==> src/rtl/reg_file_32x32.sv <==
// reg_file_32x32: two-read/one-write flip-flop register file feeding the
// 32-bit logic gate array. RDATA1 drives operand A, RDATA2 drives operand B,
// and gate results come back through the write port. Read data is registered
// with write-first bypass. Register 0 can optionally be hardwired to zero.
module reg_file_32x32 #(
    parameter int DATA_WIDTH = 32,
    parameter int ADDR_WIDTH = 5,
    parameter int ZERO_REG   = 1
) (
    input  logic                  CLK,
    input  logic                  RST,
    input  logic                  RD_EN,
    input  logic [ADDR_WIDTH-1:0] RADDR1,
    input  logic [ADDR_WIDTH-1:0] RADDR2,
    input  logic                  WR_EN,
    input  logic [ADDR_WIDTH-1:0] WADDR,
    input  logic [DATA_WIDTH-1:0] WDATA,
    output logic [DATA_WIDTH-1:0] RDATA1,
    output logic [DATA_WIDTH-1:0] RDATA2,
    output logic                  RVALID
);

    localparam int   NUM_REGS    = 2 ** ADDR_WIDTH;
    localparam logic ZERO_REG_EN = (ZERO_REG != 0);

    logic [DATA_WIDTH-1:0] mem [NUM_REGS];
    logic                  write_ok;
    logic [DATA_WIDTH-1:0] read_next1;
    logic [DATA_WIDTH-1:0] read_next2;

    // A write to register 0 is dropped when it is hardwired to zero.
    assign write_ok = WR_EN && !(ZERO_REG_EN && (WADDR == '0));

    // Storage array: cleared by reset, updated by the write port.
    always_ff @(posedge CLK or posedge RST) begin
        if (RST) begin
            for (int i = 0; i < NUM_REGS; i++) begin
                mem[i] <= '0;
            end
        end else if (write_ok) begin
            mem[WADDR] <= WDATA;
        end
    end

    // Next read values: array contents, overridden by a same-edge write
    // (bypass), overridden in turn by the zero-register rule.
    always_comb begin
        read_next1 = mem[RADDR1];
        read_next2 = mem[RADDR2];
        if (WR_EN && (WADDR == RADDR1)) begin
            read_next1 = WDATA;
        end
        if (WR_EN && (WADDR == RADDR2)) begin
            read_next2 = WDATA;
        end
        if (ZERO_REG_EN && (RADDR1 == '0)) begin
            read_next1 = '0;
        end
        if (ZERO_REG_EN && (RADDR2 == '0)) begin
            read_next2 = '0;
        end
    end

    // Registered read ports: capture on RD_EN, otherwise hold.
    always_ff @(posedge CLK or posedge RST) begin
        if (RST) begin
            RDATA1 <= '0;
            RDATA2 <= '0;
        end else if (RD_EN) begin
            RDATA1 <= read_next1;
            RDATA2 <= read_next2;
        end
    end

    // RVALID is a one-cycle-delayed copy of RD_EN.
    always_ff @(posedge CLK or posedge RST) begin
        if (RST) begin
            RVALID <= 1'b0;
        end else begin
            RVALID <= RD_EN;
        end
    end

endmodule

==> config.mk <==
export PLATFORM = sky130hd
export DESIGN_NAME = reg_file_32x32
export DESIGN_NICKNAME = d
export VERILOG_FILES = /design/src/rtl/reg_file_32x32.sv
export SDC_FILE = /design/constraint.sdc
export NUM_CORES = 2
export LEC_CHECK = 0
export BUFFER_PORTS_ARGS = -buffer_cell sky130_fd_sc_hd__buf_2
export CAP_MARGIN = 5
export CORE_MARGIN = 3
export CORE_UTILIZATION = 35
export CTS_BUF_LIST = sky130_fd_sc_hd__clkbuf_16
export DETAILED_ROUTE_END_ITERATION = 7
export GPL_TIMING_DRIVEN = 0
export PLACE_DENSITY = 0.59
export SYNTH_ARGS = -nofsm -noshare
export SYNTH_HDL_FRONTEND = slang
export SYNTH_SLANG_ARGS = --single-unit
==> constraint.sdc <==
create_clock -name CLK -period 80.3 [get_ports CLK]
set_clock_uncertainty 0.2 [all_clocks]
set_input_delay 4.015 -clock CLK [delete_from_list [all_inputs] [get_ports CLK]]
set_output_delay 4.015 -clock CLK [all_outputs]
set_load 0.02 [all_outputs]
==> results.cfg <==
[job]
maxCapViolations = 1

[route]
first_iter_violations = 4260
via_per_inst = 6.21
met2WireLength_um = 94900
detail_route.wl_per_cell_um = 33.8
routed.top_layer = met5
via_count = 39300
dr.pass1.iters = 6
ant_nets = 0
met3_length_um = 21000
wl_met1_um = 86500
routed_wl_um = 214000
drt_drc_violations_left = 0

[floorplanning]
die_w_um = 409
ios = 116
die_height_um = 409
initial_core_util = 0.353
rows = 147
die_area_mm2 = 0.167
core_area_mm2 = 0.161

[setup_path]
cp-start-kind = primary input
cp_max_fo = 10
cp_data_arrival_time_ps = 7580
cp.required_ps = 80690
crit_path_frequent_cell = buf_6
cp_cell_sequence = buf_2 > buf_6 > buf_6 > clkbuf_1 > mux4_2 > a221oi_1 > o221ai_1
max_stage_delay_ps = 960
worst_setup_path_end_kind = flip-flop
cp_slowest_cell = clkbuf_1
path_class = primary input to flip-flop

[min_path]
hold_path.class = flip-flop to flip-flop

[final_layout]
synthToLayoutAreaGrowth_pct = 12.7
drive_above_1_share = 0.351
layout.cells.non_filler = 6332
fillers = 15100
finalNetCount = 4122

[power_and_ir_drop]
p_switching_uw = 467
totalPowerFinal_uw = 1580
p_sw_frac = 0.295
combPwrFrac = 0.207
power_frac_clock = 0.332
internal-power_uw = 1120
power.share.sequential = 0.460
power_density_mw_per_mm2 = 24.8
vdd_drop_max_mv = 0.0171
power.leakage_uw = 0.0278

[sta]
slew_viol_final = 11
tightest_slew_ps = 1520
rsz0062_at_grt = no
finalCritPeriodShare = 0.0896
hold_violations = 0
post-route-min-period_ps = 7190
tns_ps = 0
setup_viol = 0
max_slew_margin = -0.0121
fmax_ghz = 0.139

[place]
gp_routability_congestion = 0.912
place_hpwl_um = 146000
io_buffers = 105
post-place-cells = 6109

[yosys]
synth_area_mm2 = 0.0568
ys_ff_latch = 1089
seq_area_frac_synth = 0.480
synth_warnings = 0
yosysMostFrequentCell = dfrtp_1
yosys.cell_types.count = 38
synth_nets = 3885
synth_edf_count = 0
yosys.area.top_type = dfrtp_1
syn_inst = 3834
ys.flop_type = dfrtp_1
synth_area_leaders = dfrtp_1, mux4_2, mux2_2, mux2_1, mux2i_1
synthTopCellsByCount = dfrtp_1, mux2_2, mux4_2, mux2_1, mux2i_1
synth.avg_cell_area_um2 = 14.8
async_reset_ff_frac = 1.00
synth_top_area_share = 0.480

[clock_tree]
clk_pin_slew_worst_paths_ps = 60
cts_tree = done
clock_path_buffers = 3
hold_buffers = 0
cts_sinks = 1089
clock_latency_ps = 760
root_buffer = clkbuf_16
cts_made_buffers = 118
post_cts_resized = 0
post_cts_buffers = 0
cts_max_level = 3

[status]
status = finished with violations
violations = capacitance limit, slew limit

[grt]
overflow = 0
grt_pass1_vias = 39600
grt_max_degree = 126
grt.total_usage = 0.251
grt_pass1_wl_um = 300000
antenna_found_initial = 19
## cell families (layout without fill, tap and decap cells)
group / after synthesis / after routing / synth area share
AO/OA/AOI/OAI: 516 / 516 / 0.0739
XOR/XNOR: 10 / 10 / 0.00154
flip-flops: 1089 / 1089 / 0.480
AND/OR/NAND/NOR: 136 / 136 / 0.0134
multiplexers: 1632 / 1632 / 0.394
other: 0 / 13 / 0
buffers and inverters: 451 / 776 / 0.0370
## power by group through the flow
stage	combinational (uW)	sequential [uW]	clock (uW)
after floorplan	234	720	0
after global placement	317	732	0
after detailed placement	326	736	0
after CTS	327	726	532
after global routing	348	742	553
final	329	729	526
## stage by stage
stage | instance area, um^2 | worst slack (ps) | utilization | hold WS [ps]
6_report | 64000 | 73110 | 0.397 | 276
5_1_grt | 63900 | 73230 | 0.397 | 293
4_1_cts | 63900 | 73320 | 0.397 | 280
3_5_place_dp | 60300 | 72550 | 0.375 | 264
3_3_place_gp | 60000 | 32360 | 0.373 | 255
2_1_floorplan | 56800 | 45430 | - | 241
## flip-flops by register name, summed over array words and instances, names as in the netlist
signal and cells:
mem 1024, RDATA1 32, RDATA2 32, RVALID 1
## worst paths after layout
check / depth (start not counted) / slack (ps) / to / from
setup / recovery: 7 / 73110 / RDATA2[25]$_DFFE_PP0P_ / RADDR2[0]
hold / removal: 1 / 280 / mem[1017]$_DFFE_PP0P_ / mem[1017]$_DFFE_PP0P_
setup reg to reg: 3 / 77990 / RDATA2[25]$_DFFE_PP0P_ / mem[345]$_DFFE_PP0P_
hold reg to reg: 1 / 280 / mem[1017]$_DFFE_PP0P_ / mem[1017]$_DFFE_PP0P_
max in group asynchronous: 4 / 75150 / RDATA2[14]$_DFFE_PP0P_ / RST
min in group asynchronous: 2 / 3200 / mem[378]$_DFFE_PP0P_ / RST
## cells in the final DEF (no fill, tap or decap), drive strengths merged, types with 18 or more instances in the layout
cell / netlist / final
a21oi: 64 / 64
a221oi: 256 / 256
a22o: 64 / 64
buf: 201 / 317
clkbuf: 247 / 367
clkinv: 0 / 44
dfrtp: 1089 / 1089
inv: 3 / 40
mux2: 992 / 992
mux2i: 256 / 256
mux4: 384 / 384
nand2: 18 / 18
nor2: 23 / 23
nor2b: 68 / 68
o21a: 64 / 64
o221ai: 64 / 64
## per-layer routing
metal	global-route usage	vias up
met5	0	-
met4	0.121	10
met3	0.0760	562
met2	0.380	2053
met1	0.330	21100
li1	-	15600
## critical path, delay by kind of cell
family                 cells  cell delay [ps]
buffers and inverters      4             1970
AOI/OAI and AO/OA          2             1100
muxes                      1              450
## cell type report
| class | count | area (um^2) | area share |
|---|---|---|---|
| Inverter | 3 | 18.8 | 0.000293 |
| Tap cell | 2160 | 2700 | 0.0423 |
| Clock buffer | 119 | 2980 | 0.0466 |
| Sequential cell | 1089 | 27300 | 0.426 |
| Clock inverter | 89 | 637 | 0.00996 |
| Buffer | 448 | 2090 | 0.0327 |
| Timing Repair Buffer | 117 | 831 | 0.0130 |
| Multi-Input combinational cell | 2294 | 27400 | 0.429 |
| Antenna cell | 13 | 32.5 | 0.000509 |
No activity file was read; power rests on OpenSTA's default activity.
